--- config.mk ---
export PLATFORM = sky130hd
export DESIGN_NAME = rr_gnt_arb_flat
export DESIGN_NICKNAME = d
export VERILOG_FILES = /design/src/rtl/pslip_pkg.sv /design/src/rtl/rr_gnt_arb_if.sv /design/src/rtl/rr_pick.sv /design/src/rtl/rr_gnt_arb.sv /design/src/flat_wrapper.sv
export SDC_FILE = /design/constraint.sdc
export NUM_CORES = 1
export LEC_CHECK = 0
export ABC_AREA = 1
export BUFFER_PORTS_ARGS = -buffer_cell sky130_fd_sc_hd__buf_2
export CORE_MARGIN = 3
export CORE_UTILIZATION = 32
export CTS_CLUSTER_SIZE = 16
export DETAILED_ROUTE_END_ITERATION = 16
export PLACE_DENSITY = 0.62
export SETUP_SLACK_MARGIN = 0.15
export SYNTH_ARGS = -nofsm -noshare
export SYNTH_HDL_FRONTEND = slang
export SYNTH_HIERARCHICAL = 1
export SYNTH_SLANG_ARGS = --single-unit
--- constraint.sdc ---
create_clock -name clk -period 4.05 [get_ports clk]
set_clock_uncertainty 0.2 [all_clocks]
set_input_delay 0.6075 -clock clk [delete_from_list [all_inputs] [get_ports clk]]
set_output_delay 0.6075 -clock clk [all_outputs]
set_load 0.02 [all_outputs]
--- src/rtl/pslip_pkg.sv ---
// Shared pSLIP definitions: arbiter FSM encoding and the default port count
// used by both the priority selector and the round-robin grant arbiter.
package pslip_pkg;

  localparam int PSLIP_N = 16;

  typedef enum logic [1:0] {
    IDLE     = 2'd0,
    ARB      = 2'd1,
    WAIT_ACC = 2'd2
  } arb_state_t;

endpackage : pslip_pkg

--- src/rtl/rr_gnt_arb_if.sv ---
// Request/grant/accept bundle between the priority selector, the grant
// arbiter (slave) and the accept stage (master side drives requests/accepts).
interface rr_gnt_arb_if
  import pslip_pkg::*;
#(
  parameter int N = PSLIP_N
);
  localparam int W = $clog2(N);

  logic [N-1:0] req;
  logic         req_valid;
  logic [N-1:0] gnt;
  logic [W-1:0] gnt_idx;
  logic         gnt_valid;
  logic         acc_valid;
  logic         accept;
  logic         done;
  logic         overrun;
  logic [W-1:0] ptr;

  modport master (
    output req, req_valid, acc_valid, accept,
    input  gnt, gnt_idx, gnt_valid, done, overrun, ptr
  );

  modport slave (
    input  req, req_valid, acc_valid, accept,
    output gnt, gnt_idx, gnt_valid, done, overrun, ptr
  );

endinterface : rr_gnt_arb_if

--- src/rtl/rr_pick.sv ---
// Combinational round-robin picker: first set bit of i_req scanning from
// i_ptr upward with wrap-around.
module rr_pick #(
  parameter int N = 16
) (
  input  logic [N-1:0]         i_req,
  input  logic [$clog2(N)-1:0] i_ptr,
  output logic [N-1:0]         o_pick,
  output logic [$clog2(N)-1:0] o_idx
);
  localparam int W = $clog2(N);
  localparam logic [N-1:0] ONE = {{(N-1){1'b0}}, 1'b1};

  logic [N-1:0]   w_mask;
  logic [2*N-1:0] w_dbl;
  logic [W-1:0]   w_pos;

  // Low half keeps only bits at or above the pointer; the unmasked high half
  // is the fallback when nothing at or above the pointer is requesting.
  assign w_mask = ~((ONE << i_ptr) - ONE);
  assign w_dbl  = {i_req, i_req & w_mask};

  // Lowest set bit of the double-width vector; its low W bits fold it to an index.
  always_comb begin
    w_pos = '0;
    for (int i = 2*N-1; i >= 0; i--) begin
      if (w_dbl[i]) begin
        w_pos = W'(i);
      end else begin
        w_pos = w_pos;
      end
    end
  end

  assign o_idx  = w_pos;
  assign o_pick = (|i_req) ? (ONE << w_pos) : {N{1'b0}};

endmodule : rr_pick

--- src/rtl/rr_gnt_arb.sv ---
// pSLIP output-port grant arbiter: captures a masked request vector, grants
// one input round-robin, holds it until the accept stage answers.
module rr_gnt_arb
  import pslip_pkg::*;
#(
  parameter int N = PSLIP_N
) (
  input  logic         clk,
  input  logic         reset,
  rr_gnt_arb_if.slave  bus
);
  localparam int W = $clog2(N);

  arb_state_t   r_state;
  logic [N-1:0] r_req_q;
  logic [W-1:0] r_ptr;
  logic [N-1:0] r_gnt;
  logic [W-1:0] r_gnt_idx;
  logic         r_gnt_valid;
  logic         r_done;
  logic         r_overrun;

  logic [N-1:0] w_pick;
  logic [W-1:0] w_idx;

  rr_pick #(.N(N)) u_pick (
    .i_req  (r_req_q),
    .i_ptr  (r_ptr),
    .o_pick (w_pick),
    .o_idx  (w_idx)
  );

  // FSM, captured request, grant pointer and registered outputs.
  always_ff @(posedge clk) begin
    if (reset) begin
      r_state     <= IDLE;
      r_req_q     <= {N{1'b0}};
      r_ptr       <= {W{1'b0}};
      r_gnt       <= {N{1'b0}};
      r_gnt_idx   <= {W{1'b0}};
      r_gnt_valid <= 1'b0;
      r_done      <= 1'b0;
      r_overrun   <= 1'b0;
    end else begin
      r_done    <= 1'b0;
      r_overrun <= 1'b0;
      case (r_state)
        IDLE: begin
          if (bus.req_valid) begin
            if (|bus.req) begin
              r_req_q <= bus.req;
              r_state <= ARB;
            end else begin
              r_done  <= 1'b1;
            end
          end
        end
        ARB: begin
          r_gnt       <= w_pick;
          r_gnt_idx   <= w_idx;
          r_gnt_valid <= 1'b1;
          r_overrun   <= bus.req_valid;
          r_state     <= WAIT_ACC;
        end
        WAIT_ACC: begin
          r_overrun <= bus.req_valid;
          if (bus.acc_valid) begin
            // N is a power of two, so the W-bit add wraps N-1 back to 0.
            if (bus.accept) begin
              r_ptr <= r_gnt_idx + W'(1);
            end
            r_gnt       <= {N{1'b0}};
            r_gnt_idx   <= {W{1'b0}};
            r_gnt_valid <= 1'b0;
            r_done      <= 1'b1;
            r_state     <= IDLE;
          end
        end
        default: begin
          r_gnt       <= {N{1'b0}};
          r_gnt_idx   <= {W{1'b0}};
          r_gnt_valid <= 1'b0;
          r_state     <= IDLE;
        end
      endcase
    end
  end

  assign bus.gnt       = r_gnt;
  assign bus.gnt_idx   = r_gnt_idx;
  assign bus.gnt_valid = r_gnt_valid;
  assign bus.done      = r_done;
  assign bus.overrun   = r_overrun;
  assign bus.ptr       = r_ptr;

endmodule : rr_gnt_arb
--- src/flat_wrapper.sv ---
// flat-port wrapper written by rule: the top's interface ports become plain ports
module rr_gnt_arb_flat import pslip_pkg::*;
#(
  parameter int N = PSLIP_N
)
  (clk, reset, bus_req, bus_req_valid, bus_acc_valid, bus_accept, bus_gnt, bus_gnt_idx, bus_gnt_valid, bus_done, bus_overrun, bus_ptr);
  rr_gnt_arb_if #(.N(N)) bus_i ();
  input  logic clk;
  input  logic reset;
  input wire logic [$bits(bus_i.req)-1:0] bus_req;
  input wire logic [$bits(bus_i.req_valid)-1:0] bus_req_valid;
  input wire logic [$bits(bus_i.acc_valid)-1:0] bus_acc_valid;
  input wire logic [$bits(bus_i.accept)-1:0] bus_accept;
  output wire logic [$bits(bus_i.gnt)-1:0] bus_gnt;
  output wire logic [$bits(bus_i.gnt_idx)-1:0] bus_gnt_idx;
  output wire logic [$bits(bus_i.gnt_valid)-1:0] bus_gnt_valid;
  output wire logic [$bits(bus_i.done)-1:0] bus_done;
  output wire logic [$bits(bus_i.overrun)-1:0] bus_overrun;
  output wire logic [$bits(bus_i.ptr)-1:0] bus_ptr;
  assign bus_i.req = bus_req;
  assign bus_i.req_valid = bus_req_valid;
  assign bus_i.acc_valid = bus_acc_valid;
  assign bus_i.accept = bus_accept;
  assign bus_gnt = bus_i.gnt;
  assign bus_gnt_idx = bus_i.gnt_idx;
  assign bus_gnt_valid = bus_i.gnt_valid;
  assign bus_done = bus_i.done;
  assign bus_overrun = bus_i.overrun;
  assign bus_ptr = bus_i.ptr;
  rr_gnt_arb #(.N(N)) u_core (.clk(clk), .reset(reset), .bus(bus_i));
endmodule
### Yosys cells after proc, flatten, opt, wreduce, memory -nomap -nowiden

Cells that the tools add are included.
W data, S select, Z words.

| word-level totals | value |
|---|---|
| word-level logic and storage cells | 77 |
| input bits | 21 |
| bits in registers | 45 |

| cells by class | value |
|---|---|
| reductions and logical operators | 9 |
| bitwise operators | 4 |
| muxes and demuxes | 47 |
| equality and inequality tests | 5 |
| add/subtract/negate cells | 2 |
| shift-type cells | 2 |

Operator list:

| cell | number |
|---|---|
| $mux W4 | 33 |
| $pmux W16 S3 | 1 |
| $mux W16 | 2 |
| $reduce_or A16 Y1 | 2 |
| $shl A1 B4 Y16 const A | 2 |
| $and A16 B16 Y16 | 1 |
| $not A16 Y16 | 1 |
| $sub A16 B1 Y16 const B | 1 |
| $pmux W4 S3 | 1 |
| $reduce_and A3 Y1 | 3 |
| $mux W2 | 3 |
| $pmux W2 S3 | 1 |
| $add A4 B1 Y4 const B | 1 |
| $mux W1 | 4 |
| $ne A2 B2 Y1 const B | 2 |
| $reduce_or A2 Y1 | 2 |
| $pmux W1 S3 | 1 |
| $eq A2 B1 Y1 const B | 1 |
| $eq A2 B2 Y1 const B | 1 |
| $logic_not A2 Y1 | 1 |
| $ne A2 B1 Y1 const B | 1 |
| $not A1 Y1 | 2 |
| $pmux W1 S2 | 1 |
| $reduce_and A2 Y1 | 1 |

### Logic depth before layout (Yosys ltp)

| logic depth | value |
|---|---|
| depth after elaboration | 35 |
| mapped depth | 36 |
| depth with buffers taken out | 36 |

### Hierarchy

Netlist, hierarchy kept.

Modules (own cells, without submodules):

| module | cells an instance | area each (um2) | instances | seq. area each (um2) |
|---|---|---|---|---|
| rr_gnt_arb | 232 | 1,900.6 | 1 | 900.9 |
| rr_pick | 180 | 830.8 | 1 | 0.0 |

### Worst setup path after synthesis

OpenSTA, ideal clock, no wires.

| path | value |
|---|---|
| kind | flip-flop to flip-flop |
| start | reg u_core.r_ptr[3], in the netlist u_core/bus.ptr[3] |
| end | reg u_core.r_gnt[14], in the netlist u_core/bus.gnt[14] |
| path slack | 1.286 ns |
| arrival time | 2.493 ns |
| period minus slack after synthesis | 2.764 ns |
| stages on the path, launching flop included | 29 |
| library setup time | 0.071 ns |
| cell sequence | dfxtp_1 > nor2_1 > inv_2 > nor2_1 > inv_1 > ha_1 > inv_1 > nor2_1 > nand2_1 > nand3_1 > nand2_1 > nand2_1 > nand2_1 > nand2_1 > nand2_1 > nand2_1 > nand2_1 > nand2_1 > nand2_1 > nand2_1 > nand2_1 > nand2_1 > nand2_2 > nand2_4 > nand2_4 > nand3_2 > nor2_1 > nand3_1 > a21oi_1 |

| on the way | value |
|---|---|
| longest elaborated chain between the ends | 23 |

Ends and longest elaborated chain:

| element | line | text |
|---|---|---|
| start, declared | rr_gnt_arb.sv:16 | `logic [W-1:0] r_ptr;` |
| start signal, assigned | rr_gnt_arb.sv:38 | `r_ptr <= {W{1'b0}};` |
| start signal, assigned | rr_gnt_arb.sv:70 | `r_ptr <= r_gnt_idx + W'(1);` |
| $shl A1 B4 Y16 (*) | rr_pick.sv:20 | `assign w_mask = ~((ONE << i_ptr) - ONE);` |
| $sub A16 B1 Y16 (*) | rr_pick.sv:20 |  |
| $not A16 Y16 (*) | rr_pick.sv:20 |  |
| $and A16 B16 Y16 (*) | rr_pick.sv:21 | `assign w_dbl = {i_req, i_req & w_mask};` |
| $mux W4 (15 in a row) | rr_pick.sv:27 | `if (w_dbl[i]) begin` |
| $mux W4 (*) | rr_pick.sv:27 |  |
| $shl A1 B4 Y16 (*) | rr_pick.sv:36 | `assign o_pick = (\|i_req) ? (ONE << w_pos) : {N{1'b0}};` |
| $mux W16 (*) | rr_pick.sv:36 |  |
| via u_core.w_pick[14] | rr_gnt_arb.sv:23 | `logic [N-1:0] w_pick;` |
| $pmux W16 S3 (*) | rr_gnt_arb.sv:47 | `case (r_state)` |
| end signal, assigned | rr_gnt_arb.sv:39 | `r_gnt <= {N{1'b0}};` |
| end signal, assigned | rr_gnt_arb.sv:59 | `r_gnt <= w_pick;` |
| end signal, assigned | rr_gnt_arb.sv:72 | `r_gnt <= {N{1'b0}};` |
| end, declared | rr_gnt_arb.sv:17 | `logic [N-1:0] r_gnt;` |

Mark *: on every way through the listed nets, which the timed path passes. The rest lies on a longest branch.
A chain may end at the register's enable or synchronous reset.

### Worst setup path after layout

| path | value |
|---|---|
| start | reg u_core.r_ptr[3], in the netlist u_core/bus.ptr[3] |
| end | reg u_core.r_gnt[2], in the netlist u_core/bus.gnt[2] |

The elaborated chain is that of the path after synthesis.

==> impl_results.md <==
- Post-synthesis register bit count: 45
- Fmax: 301 MHz
- Hold_ws: ~0.27 ns
- First-pass GRT wire length: 11.6 mm
- Htree depth: 2
- Vias: 2694
- Mapped Nets: 439
- Netlist cell types: 36
- Total GRT Usage: 14.2%
- Worst endpoint required time: 4.00 ns
- Relative slew slack: 38.3%
- Synthesized cell area: 0.00273 sq mm
- Setup CP Type: flop to flop
- Clock buffer depth: 2
- Clock root cell: clkbuf_8
- Worst VDD drop: 0.204 mV
- Post-DP HPWL: between 5 and 6 mm
- Initial core utilization: around a third
- Setup bufs post-CTS: 0
- Total power: roughly 1.6 mW
- Final TNS setup: 0 ns
- CTS tree: done
- Avg WL per Cell: 12.0 um
- Placer congestion estimate: 0.955
- Clock Latency Late Sink: 0.29 ns
- IO Pins: 48
- Most common cell after layout, fill and taps aside: nand2_1
- Die Area: between 0.009 and 0.01 sq mm
- Cell Pwr Density: just over 500 mW/mm^2
- Worst hold path depth: 2
- Outcome: finished, final reports clean
- Tmin final: 3.32 ns
- DRC Markers: 0
- Avg Cell Area, Syn: 6.63 sq um
- Crit path launch type: flop
- Number of flops mapped to enable cells by yosys: 0
- Die X: 98.4 um
- Post-synth top flop: dfxtp_1
- ANT cells: 0
- Clock Pin Slew Worst Setup and Hold Paths: 0.08 ns
- Ys Warns: 6
- CP Capture Type: flop
- Commonest cells after routing, fill and taps aside: nand2_1, nor2_1, buf_2, nand3_1, dfxtp_1
- Largest net degree at the start of global routing: 43
- Final setup vio count: 0
- Layout cells sized above 1: 23.5%
- Hold WC Path Type: flop to flop
- Die H: 98.4 um
- R2R setup slack: 0.73 ns
- Synthesis-to-finish area growth: 13.9%
- Post-synthesis sequential area ratio: 33.0%
- DR iter-0 viols: 163
- Core area: 0.00826 sq mm
- Port Buf Inserts: 47
- Layout Utilization: 37.7%
- Initial antenna violation count: 0
- RSZ-0062 raised after global routing: false
- CTS sink cnt: 45
- Max cap viols: 0
- Max-slew violation count: 0
- Vias per inst: 4.84
- Async S/R FF share, synth: 0%
- Worst endpoint data arrival time: 3.26 ns
- Drt total wl: between 6 and 7 mm
- TritonCTS Buffers: 5
- Vias in the first global route: roughly 2500
- R2R cell count: 15
- Final critical-path share of the clock period: 81.9%
- Final Hold Vio Count: 0
- Rows: 33
- Pleak: 1.39 nW
- Cells after synthesis: 412
- Post-cts sizing count: 0
- Max FO, Critical Path: 10
- First-pass DRT Iterations: 5
- Antenna viol nets, final: 0
- Hold-fix buffers, CTS: 0
- Worst-margin pin slew: 0.925 ns
- Gr ovfl total: 0
- Nets: around 480
[flip-flops by register name, indices dropped and copies added (netlist names)]
register / count
u_core/bus.gnt_valid: 1
u_core/bus.ptr: 4
u_core/r_req_q: 16
u_core/bus.gnt_idx: 4
u_core/bus.overrun: 1
u_core/bus.gnt: 16
u_core/bus.done: 1
u_core/r_state: 2
[logic make-up after synthesis]
logic type / count (synthesis) / synth area share, %
DFF: 45 / 33.0
xor gates and xnor gates: 2 / 0.641
buffers and inverters: 68 / 10.2
and+or+nand+nor: 222 / 38.3
adders and majority gates: 6 / 2.75
AOI/OAI and AO/OA: 69 / 15.1
[cell usage after synthesis (2+ instances only)]
cell | count | area (sq um)
nand2_2 | 11 | 68.8
o21ai_0 | 5 | 25.0
inv_1 | 37 | 139
nand2_4 | 3 | 33.8
nand4_1 | 5 | 31.3
a21oi_1 | 39 | 195
dfxtp_1 | 45 | 901
o31ai_1 | 2 | 15.0
a21oi_2 | 11 | 96.3
o211ai_1 | 2 | 15.0
nand3_2 | 5 | 50.1
o21ai_1 | 4 | 20.0
inv_2 | 16 | 60.1
a311oi_1 | 2 | 17.5
ha_1 | 6 | 75.1
nor3_1 | 6 | 30.0
nor2_4 | 3 | 33.8
nand2_1 | 89 | 334
nand3_1 | 47 | 235
nor2_1 | 48 | 180
buf_2 | 6 | 30.0
clkbuf_1 | 6 | 22.5
[layout make-up]
cell class | count | area, sq um
repair buffers | 47 | 235
fillers | 890 | 5150
flip-flops and latches | 45 | 901
well taps | 105 | 131
clock inverters | 1 | 7.51
clock buffers | 6 | 82.6
inverters | 54 | 203
multi-input cells | 299 | 1550
[worst paths after layout]
kind | from | to
worst min register to register | u_core/bus.gnt[1]$_SDFFE_PP0P_ | u_core/bus.gnt[1]$_SDFFE_PP0P_
worst max register to register | u_core/bus.ptr[3]$_SDFFE_PP0P_ | u_core/bus.gnt[2]$_SDFFE_PP0P_
worst max-delay path | u_core/bus.ptr[3]$_SDFFE_PP0P_ | u_core/bus.gnt[2]$_SDFFE_PP0P_
worst min-delay path | u_core/bus.gnt[1]$_SDFFE_PP0P_ | u_core/bus.gnt[1]$_SDFFE_PP0P_
[layer usage]
layer | up-vias | global-route usage (%) | wire (um)
li1 | 1412 | - | -
met1 | 1184 | 20.5 | 3330
met2 | 88 | 21.8 | 2850
met3 | 10 | 2.21 | 370
met4 | 0 | 4.62 | 112
met5 | - | 0 | 0
[power breakdown]
group          leakage, nW  internal (mW)  switching [mW]  total, mW
registers            0.366          0.489          0.0467      0.535
logic                0.979          0.246           0.545      0.791
clock network       0.0433          0.135           0.154      0.289
[worst max-delay path, cell delays in order (launching register included)]
cell and delay [ns]:
dfxtp_1 0.40, nor2_1 0.26, inv_2 0.09, nor2_1 0.15, inv_1 0.06, ha_1 0.21
nor3_1 0.21, nor3_1 0.09, nor2_1 0.13, inv_1 0.06, nor2_1 0.15, nand4_1 0.41
o31ai_1 0.41, nor2_1 0.15, nand3_1 0.13, a21oi_1 0.07
[per-stage QoR]
step	area [sq um]	cells	worst slack [ns]
floorplan	2730	412	1.29
global placement	3020	550	0.754
detailed placement	3020	550	0.763
CTS	3110	557	0.757
global route	3110	557	0.259
finish	3110	557	0.733
Note: power is estimated with default switching activity, not from simulation.
